$ cat src/rtl/cache_arbiter_rr_if.sv
// Request/response bundle between N L1 requesters, the round-robin arbiter
// and the shared lower-level memory port.
//   req_read/req_write  : per-port requests, held until that port's req_resp
//   req_address/wdata   : per-port payloads, port i in slice i
//   req_rdata/req_resp  : shared read data and one-hot completion pulse
//   mem_*               : downstream handshake (read/write held until mem_resp)
//   grant_id            : index of the granted / last-served port
// slave = arbiter view, master = requester + memory view.
interface cache_arbiter_rr_if #(
    parameter int unsigned NUM_PORTS  = 2,
    parameter int unsigned ADDR_WIDTH = 16,
    parameter int unsigned LINE_WIDTH = 128
);
    localparam int unsigned GW = (NUM_PORTS > 1) ? $clog2(NUM_PORTS) : 1;

    logic [NUM_PORTS-1:0]            req_read;
    logic [NUM_PORTS-1:0]            req_write;
    logic [NUM_PORTS*ADDR_WIDTH-1:0] req_address;
    logic [NUM_PORTS*LINE_WIDTH-1:0] req_wdata;
    logic [LINE_WIDTH-1:0]           req_rdata;
    logic [NUM_PORTS-1:0]            req_resp;
    logic                            mem_read;
    logic                            mem_write;
    logic [ADDR_WIDTH-1:0]           mem_address;
    logic [LINE_WIDTH-1:0]           mem_wdata;
    logic                            mem_resp;
    logic [LINE_WIDTH-1:0]           mem_rdata;
    logic [GW-1:0]                   grant_id;

    modport slave (
        input  req_read, req_write, req_address, req_wdata, mem_resp, mem_rdata,
        output req_rdata, req_resp, mem_read, mem_write, mem_address, mem_wdata, grant_id
    );

    modport master (
        output req_read, req_write, req_address, req_wdata, mem_resp, mem_rdata,
        input  req_rdata, req_resp, mem_read, mem_write, mem_address, mem_wdata, grant_id
    );
endinterface

$ cat src/rtl/cache_arbiter_rr.sv
// N-port round-robin arbiter from L1 requesters onto one shared memory port.
// One transaction in flight; IDLE -> BUSY (wait mem_resp) -> DONE (resp pulse).
// Ports:
//   clk   : rising-edge clock
//   reset : synchronous, active-high
//   bus   : cache_arbiter_rr_if.slave (request side + memory side + grant_id)
// All outputs are registered.
module cache_arbiter_rr #(
    parameter int unsigned NUM_PORTS  = 2,
    parameter int unsigned ADDR_WIDTH = 16,
    parameter int unsigned LINE_WIDTH = 128
) (
    input  logic              clk,
    input  logic              reset,
    cache_arbiter_rr_if.slave bus
);
    localparam int unsigned GW = (NUM_PORTS > 1) ? $clog2(NUM_PORTS) : 1;

    typedef enum logic [1:0] {ST_IDLE, ST_BUSY, ST_DONE} state_e;

    state_e                 state_q, state_d;
    logic [GW-1:0]          ptr_q, ptr_d;
    logic [GW-1:0]          grant_q, grant_d;
    logic [ADDR_WIDTH-1:0]  addr_q, addr_d;
    logic [LINE_WIDTH-1:0]  wdata_q, wdata_d;
    logic [LINE_WIDTH-1:0]  rdata_q, rdata_d;
    logic [NUM_PORTS-1:0]   resp_q, resp_d;
    logic                   mem_read_q, mem_read_d;
    logic                   mem_write_q, mem_write_d;

    logic [NUM_PORTS-1:0]                 pending_c;
    logic [NUM_PORTS-1:0][ADDR_WIDTH-1:0] addr_arr_c;
    logic [NUM_PORTS-1:0][LINE_WIDTH-1:0] wdata_arr_c;
    logic [GW-1:0]                        gnt_c;
    logic                                 found_c;
    logic [GW-1:0]                        ptr_next_c;
    int unsigned                          idx;

    assign pending_c   = bus.req_read | bus.req_write;
    assign addr_arr_c  = bus.req_address;
    assign wdata_arr_c = bus.req_wdata;

    // Pointer after serving grant_q, wrapping at NUM_PORTS (stays 0 for one port).
    assign ptr_next_c = (grant_q == GW'(NUM_PORTS - 1)) ? '0 : grant_q + GW'(1);

    // First pending port at or after ptr; scanned far-to-near so the nearest wins.
    always_comb begin
        found_c = 1'b0;
        gnt_c   = '0;
        idx     = 0;
        for (int unsigned i = NUM_PORTS; i > 0; i--) begin
            idx = 32'(ptr_q) + i - 1;
            if (idx >= NUM_PORTS) idx = idx - NUM_PORTS;
            if (pending_c[GW'(idx)]) begin
                found_c = 1'b1;
                gnt_c   = GW'(idx);
            end
        end
    end

    // Next-state and registered-output logic.
    always_comb begin
        state_d     = state_q;
        ptr_d       = ptr_q;
        grant_d     = grant_q;
        addr_d      = addr_q;
        wdata_d     = wdata_q;
        rdata_d     = rdata_q;
        resp_d      = '0;
        mem_read_d  = mem_read_q;
        mem_write_d = mem_write_q;
        case (state_q)
            ST_IDLE: begin
                if (found_c) begin
                    grant_d     = gnt_c;
                    addr_d      = addr_arr_c[gnt_c];
                    wdata_d     = wdata_arr_c[gnt_c];
                    // Write takes priority when a port raises both.
                    mem_write_d = bus.req_write[gnt_c];
                    mem_read_d  = ~bus.req_write[gnt_c];
                    state_d     = ST_BUSY;
                end
            end
            ST_BUSY: begin
                if (bus.mem_resp) begin
                    if (mem_read_q) rdata_d = bus.mem_rdata;
                    mem_read_d  = 1'b0;
                    mem_write_d = 1'b0;
                    ptr_d       = ptr_next_c;
                    resp_d      = NUM_PORTS'(1) << grant_q;
                    state_d     = ST_DONE;
                end
            end
            ST_DONE: begin
                state_d = ST_IDLE;
            end
            default: begin
                state_d = ST_IDLE;
            end
        endcase
    end

    // State register; reset aborts any transaction without a response.
    always_ff @(posedge clk) begin
        if (reset) begin
            state_q     <= ST_IDLE;
            ptr_q       <= '0;
            grant_q     <= '0;
            addr_q      <= '0;
            wdata_q     <= '0;
            rdata_q     <= '0;
            resp_q      <= '0;
            mem_read_q  <= 1'b0;
            mem_write_q <= 1'b0;
        end else begin
            state_q     <= state_d;
            ptr_q       <= ptr_d;
            grant_q     <= grant_d;
            addr_q      <= addr_d;
            wdata_q     <= wdata_d;
            rdata_q     <= rdata_d;
            resp_q      <= resp_d;
            mem_read_q  <= mem_read_d;
            mem_write_q <= mem_write_d;
        end
    end

    assign bus.req_rdata   = rdata_q;
    assign bus.req_resp    = resp_q;
    assign bus.mem_read    = mem_read_q;
    assign bus.mem_write   = mem_write_q;
    assign bus.mem_address = addr_q;
    assign bus.mem_wdata   = wdata_q;
    assign bus.grant_id    = grant_q;
endmodule

$ cat src/flat_wrapper.sv
// flat-port wrapper written by rule: the top's interface ports become plain ports
module cache_arbiter_rr_flat 
#(
    parameter int unsigned NUM_PORTS  = 2,
    parameter int unsigned ADDR_WIDTH = 16,
    parameter int unsigned LINE_WIDTH = 128
)
  (clk, reset, bus_req_read, bus_req_write, bus_req_address, bus_req_wdata, bus_mem_resp, bus_mem_rdata, bus_req_rdata, bus_req_resp, bus_mem_read, bus_mem_write, bus_mem_address, bus_mem_wdata, bus_grant_id);
  cache_arbiter_rr_if #(.NUM_PORTS(NUM_PORTS), .ADDR_WIDTH(ADDR_WIDTH), .LINE_WIDTH(LINE_WIDTH)) bus_i ();
  input  logic clk;
  input  logic reset;
  input wire logic [$bits(bus_i.req_read)-1:0] bus_req_read;
  input wire logic [$bits(bus_i.req_write)-1:0] bus_req_write;
  input wire logic [$bits(bus_i.req_address)-1:0] bus_req_address;
  input wire logic [$bits(bus_i.req_wdata)-1:0] bus_req_wdata;
  input wire logic [$bits(bus_i.mem_resp)-1:0] bus_mem_resp;
  input wire logic [$bits(bus_i.mem_rdata)-1:0] bus_mem_rdata;
  output wire logic [$bits(bus_i.req_rdata)-1:0] bus_req_rdata;
  output wire logic [$bits(bus_i.req_resp)-1:0] bus_req_resp;
  output wire logic [$bits(bus_i.mem_read)-1:0] bus_mem_read;
  output wire logic [$bits(bus_i.mem_write)-1:0] bus_mem_write;
  output wire logic [$bits(bus_i.mem_address)-1:0] bus_mem_address;
  output wire logic [$bits(bus_i.mem_wdata)-1:0] bus_mem_wdata;
  output wire logic [$bits(bus_i.grant_id)-1:0] bus_grant_id;
  assign bus_i.req_read = bus_req_read;
  assign bus_i.req_write = bus_req_write;
  assign bus_i.req_address = bus_req_address;
  assign bus_i.req_wdata = bus_req_wdata;
  assign bus_i.mem_resp = bus_mem_resp;
  assign bus_i.mem_rdata = bus_mem_rdata;
  assign bus_req_rdata = bus_i.req_rdata;
  assign bus_req_resp = bus_i.req_resp;
  assign bus_mem_read = bus_i.mem_read;
  assign bus_mem_write = bus_i.mem_write;
  assign bus_mem_address = bus_i.mem_address;
  assign bus_mem_wdata = bus_i.mem_wdata;
  assign bus_grant_id = bus_i.grant_id;
  cache_arbiter_rr #(.NUM_PORTS(NUM_PORTS), .ADDR_WIDTH(ADDR_WIDTH), .LINE_WIDTH(LINE_WIDTH)) u_core (.clk(clk), .reset(reset), .bus(bus_i));
endmodule
$ cat config.mk
export PLATFORM = sky130hd
export DESIGN_NAME = cache_arbiter_rr_flat
export DESIGN_NICKNAME = d
export VERILOG_FILES = /design/src/rtl/cache_arbiter_rr_if.sv /design/src/rtl/cache_arbiter_rr.sv /design/src/flat_wrapper.sv
export SDC_FILE = /design/constraint.sdc
export NUM_CORES = 1
export LEC_CHECK = 0
export CORE_AREA = 2 2 276 278
export DETAILED_ROUTE_END_ITERATION = 12
export DIE_AREA = 0 0 278 280
export SLEW_MARGIN = 25
export SYNTH_ARGS = -nofsm -noshare
export SYNTH_HDL_FRONTEND = slang
export SYNTH_SLANG_ARGS = --single-unit
$ cat constraint.sdc
create_clock -name clk -period 4.1 [get_ports clk]
set_input_delay 0.41 -clock clk [delete_from_list [all_inputs] [get_ports clk]]
set_output_delay 0.41 -clock clk [all_outputs]
set_load 0.005 [all_outputs]
==> report_table.html <==
<table>
<tr><th>Metric</th><th>Value</th></tr>
<tr><th colspan="2">Outcome</th></tr>
<tr><td>Result of the run</td><td>finished, final reports clean</td></tr>
<tr><th colspan="2">Global routing</th></tr>
<tr><td>Maximum number of pins on one net before global-route repair</td><td>97</td></tr>
<tr><td>Grt ovf</td><td>0</td></tr>
<tr><td>Antenna violations before repair</td><td>4</td></tr>
<tr><td>Vias in the first global route</td><td>12977</td></tr>
<tr><td>Global-route wire length before repair</td><td>81.9 mm</td></tr>
<tr><td>Overall fraction of global-route tracks in use</td><td>13.5%</td></tr>
<tr><th colspan="2">Clock tree</th></tr>
<tr><td>Number of hold-repair buffers added at the cts stage</td><td>0</td></tr>
<tr><td>CTS H-tree depth</td><td>2</td></tr>
<tr><td>Root buffer cell</td><td>clkbuf_16</td></tr>
<tr><td>Clock tree sinks</td><td>280</td></tr>
<tr><td>Count of cells resized by post-cts repair</td><td>0</td></tr>
<tr><td>Clock-pin slew of the registers on the worst-case setup and hold paths</td><td>0.07 ns</td></tr>
<tr><td>Clock tree from TritonCTS</td><td>done</td></tr>
<tr><td>CTS Buffer Depth</td><td>3</td></tr>
<tr><td>Cts bufs inserted</td><td>37</td></tr>
<tr><td>Clock latency of the later-clocked register in the worst-skew pair</td><td>0.57 ns</td></tr>
<tr><td>Post-CTS setup buffer count</td><td>0</td></tr>
<tr><th colspan="2">Logic synthesis</th></tr>
<tr><td>Cell accounting for the most synthesized area</td><td>dfxtp_1</td></tr>
<tr><td>Avg Cell Area, Syn</td><td>7.98 µm²</td></tr>
<tr><td>Register area share after synthesis</td><td>48.7%</td></tr>
<tr><td>Seq cells post-synth</td><td>280</td></tr>
<tr><td>Share of Yosys cell area claimed by the top area cell type</td><td>48.7%</td></tr>
<tr><td>Number of synthesized flops with an enable pin</td><td>0</td></tr>
<tr><td>Primary flip-flop cell chosen by synthesis mapping</td><td>dfxtp_1</td></tr>
<tr><td>Net count after synthesis</td><td>1866</td></tr>
<tr><td>Total standard cell area after synthesis</td><td>11500 µm²</td></tr>
<tr><td>Unique cell type count in the Yosys netlist</td><td>29</td></tr>
<tr><td>Top area cells in the synthesized netlist</td><td>dfxtp_1 (49%), a21oi_1 (12%), a311oi_1 (11%), nand2_1 (8.4%), nand3_1 (6.3%)</td></tr>
<tr><td>Count of warnings emitted by yosys</td><td>0</td></tr>
<tr><td>Cell count after synthesis</td><td>1443</td></tr>
<tr><td>Asr flop ratio synth</td><td>0%</td></tr>
<tr><th colspan="2">Floorplanning</th></tr>
<tr><td>Number of rows created at floorplan</td><td>101</td></tr>
<tr><td>Initial Util</td><td>15.3%</td></tr>
<tr><td>Floorplan die height</td><td>280 µm</td></tr>
<tr><td>Floorplan Core Area</td><td>75200 µm²</td></tr>
<tr><td>Top-level port count</td><td>700</td></tr>
<tr><td>Die span in x</td><td>278 µm</td></tr>
<tr><td>Die ar.</td><td>77800 µm²</td></tr>
<tr><th colspan="2">Placed design</th></tr>
<tr><td>Dpl cells</td><td>2985</td></tr>
<tr><td>Routability congestion estimate</td><td>0.789</td></tr>
<tr><td>Buffers on Ports</td><td>699</td></tr>
<tr><td>Dpl hpwl</td><td>39.0 mm</td></tr>
<tr><th colspan="2">Final layout</th></tr>
<tr><td>Final nets</td><td>2469</td></tr>
<tr><td>Share of post-route cells with drive strength above 1</td><td>5.06%</td></tr>
<tr><td>Filler cell count</td><td>8033</td></tr>
<tr><td>Leading cell type in the layout, fill and taps excluded</td><td>clkdlybuf4s50_1</td></tr>
<tr><td>P&amp;R area growth vs syn</td><td>80.5%</td></tr>
<tr><td>Ant diodes</td><td>0</td></tr>
<tr><td>Layout Cells excl Fill</td><td>3052</td></tr>
<tr><td>Commonest non-fill, non-tap cells in the layout</td><td>clkdlybuf4s50_1 (698), dfxtp_1 (280), a21oi_1 (275), nand2_1 (258), nand3_1 (146)</td></tr>
<tr><th colspan="2">Worst setup path</th></tr>
<tr><td>Largest stage delay, worst path</td><td>0.68 ns</td></tr>
<tr><td>CP cell instances</td><td>clkdlybuf4s50_1</td></tr>
<tr><td>Buf/Inv on CP</td><td>1</td></tr>
<tr><td>Data arrival time at the worst-slack endpoint</td><td>1.88 ns</td></tr>
<tr><td>Cell with the largest stage delay on the worst path</td><td>clkdlybuf4s50_1</td></tr>
<tr><td>Path type of the worst setup path</td><td>reg2out</td></tr>
<tr><td>Kind of cell with the highest combined delay on the critical path</td><td>buffers and inverters</td></tr>
<tr><td>Nature of the critical path endpoint</td><td>primary output</td></tr>
<tr><td>Req. time, crit path</td><td>3.69 ns</td></tr>
<tr><td>Top fanout value on the critical path</td><td>5</td></tr>
<tr><td>Critical path launch point type</td><td>flop</td></tr>
<tr><th colspan="2">Timing</th></tr>
<tr><td>Maximum clock frequency</td><td>437 MHz</td></tr>
<tr><td>Minimum clock period after layout</td><td>2.29 ns</td></tr>
<tr><td>Worst clock skew on the final layout</td><td>0.0364 ns</td></tr>
<tr><td>Unrepaired setup endpoints after global routing</td><td>false</td></tr>
<tr><td>Setup-failing EPs final</td><td>0</td></tr>
<tr><td>Worst-margin pin slew</td><td>0.829 ns</td></tr>
<tr><td>Number of hold violations in the final report</td><td>0</td></tr>
<tr><td>Count of final max-slew check failures</td><td>0</td></tr>
<tr><td>Relative max-transition margin</td><td>44.7%</td></tr>
<tr><td>Final TNS setup</td><td>0 ns</td></tr>
<tr><td>Final period util</td><td>55.8%</td></tr>
<tr><th colspan="2">Min path</th></tr>
<tr><td>Class of the most critical hold timing path</td><td>in2reg</td></tr>
<tr><th colspan="2">Power</th></tr>
<tr><td>Power per unit of standard cell area</td><td>389 nW/µm²</td></tr>
<tr><td>IR Drop Worst-Case VDD</td><td>0.223 mV</td></tr>
<tr><td>Static leakage</td><td>0.00683 µW</td></tr>
<tr><th colspan="2">Route</th></tr>
<tr><td>Final routed wire length divided by cell count</td><td>18.3 µm</td></tr>
<tr><td>DRC marker count from the first detailed-route iteration</td><td>746</td></tr>
<tr><td>Vias per std cell</td><td>4.39</td></tr>
<tr><td>Drt pass-1 iters</td><td>4</td></tr>
<tr><td>Met2 Routed Length</td><td>26.3 mm</td></tr>
<tr><td>Total met3 wirelength after detailed routing</td><td>4.77 mm</td></tr>
<tr><td>Total detailed-routing wirelength</td><td>55.9 mm</td></tr>
<tr><td>Number of remaining DRC errors</td><td>0</td></tr>
<tr><td>Total via count after detailed routing</td><td>13386</td></tr>
<tr><td>Highest metal layer with signal wires</td><td>met5</td></tr>
<tr><td>Number of antenna-violating nets in the routed design</td><td>0</td></tr>
<tr><td>Metal-1 WL</td><td>22.8 mm</td></tr>
<tr><th colspan="2">Run</th></tr>
<tr><td>Max-capacitance violation count</td><td>0</td></tr>
</table>
## per-layer routing
metal	global-route usage (%)	vias to the layer above
met2	22.2	573
met3	4.44	105
met5	0	-
met4	4.86	4
li1	-	6453
met1	16.3	6251
## sequential cells by signal, summed over array words and instances, names as in the netlist
register / count
u_core.bus.grant_id: 1
u_core.bus.mem_address: 16
u_core.bus.mem_read: 1
u_core.bus.mem_wdata: 128
u_core.bus.mem_write: 1
u_core.bus.req_rdata: 128
u_core.bus.req_resp: 2
u_core.ptr_q: 1
u_core.state_q: 2
## metrics by stage
step | utilization, % | hold slack, ns | power, µW | instance area, µm² | worst slack [ns]
5_1_grt | 27.6 | 0.362 | 8460 | 20800 | 1.65
3_5_place_dp | 26.0 | 0.445 | 4810 | 19600 | 1.54
6_report | 27.6 | 0.358 | 8080 | 20800 | 1.81
3_3_place_gp | 26.0 | 0.441 | 4810 | 19600 | 1.57
4_1_cts | 27.6 | 0.329 | 8220 | 20800 | 1.65
2_1_floorplan | - | 0.453 | 3700 | 11500 | 2.38
## logic make-up after synthesis
logic type | after synthesis | synth area share (%)
compound gates | 571 | 29.7
simple gates | 421 | 15.7
buf+inv | 171 | 5.90
flops | 280 | 48.7
## final cells by class
cell class	count	area [µm²]	share of cell area (%)
Inverter	1	3.75	0.0181
Tap cell	978	1220	5.89
Clock buffer	54	1060	5.10
Clock inverter	13	176	0.849
Sequential cell	280	5610	27.0
Multi-Input combinational cell	992	5280	25.4
Timing Repair Buffer	734	7440	35.8
## where the power goes
group / switching, µW / internal [µW] / total [µW]
clock network: 1340 / 2000 / 3340
logic: 744 / 941 / 1690
registers: 129 / 2930 / 3060
total: 2210 / 5870 / 8080
## final timing paths
| check | endpoint | cells past startpoint | start | slack, ns |
|---|---|---|---|---|
| worst min register to register | u_core.bus.req_rdata[110]$_SDFFE_PP0P_ | 2 | u_core.bus.req_rdata[110]$_SDFFE_PP0P_ | 0.45 |
| worst min-delay path | u_core.state_q[0]$_SDFFE_PP0P_ | 2 | reset | 0.36 |
| worst max register to register | u_core.bus.req_rdata[74]$_SDFFE_PP0P_ | 4 | u_core.bus.mem_read$_SDFFE_PP0P_ | 1.94 |
| worst max-delay path | bus_grant_id | 1 | u_core.bus.grant_id$_SDFFE_PP0P_ | 1.81 |
## Yosys cell counts, types with 2 or more instances
library cell	n
dfxtp_1	280
a21oi_1	275
nand2_1	258
nand3_1	146
o21ai_0	145
a311oi_1	144
clkbuf_1	138
buf_2	27
buf_1	4
nor2_1	3
or2_2	3
nor2_2	2
nor3_1	2
Power figures use the tool's default switching activity.
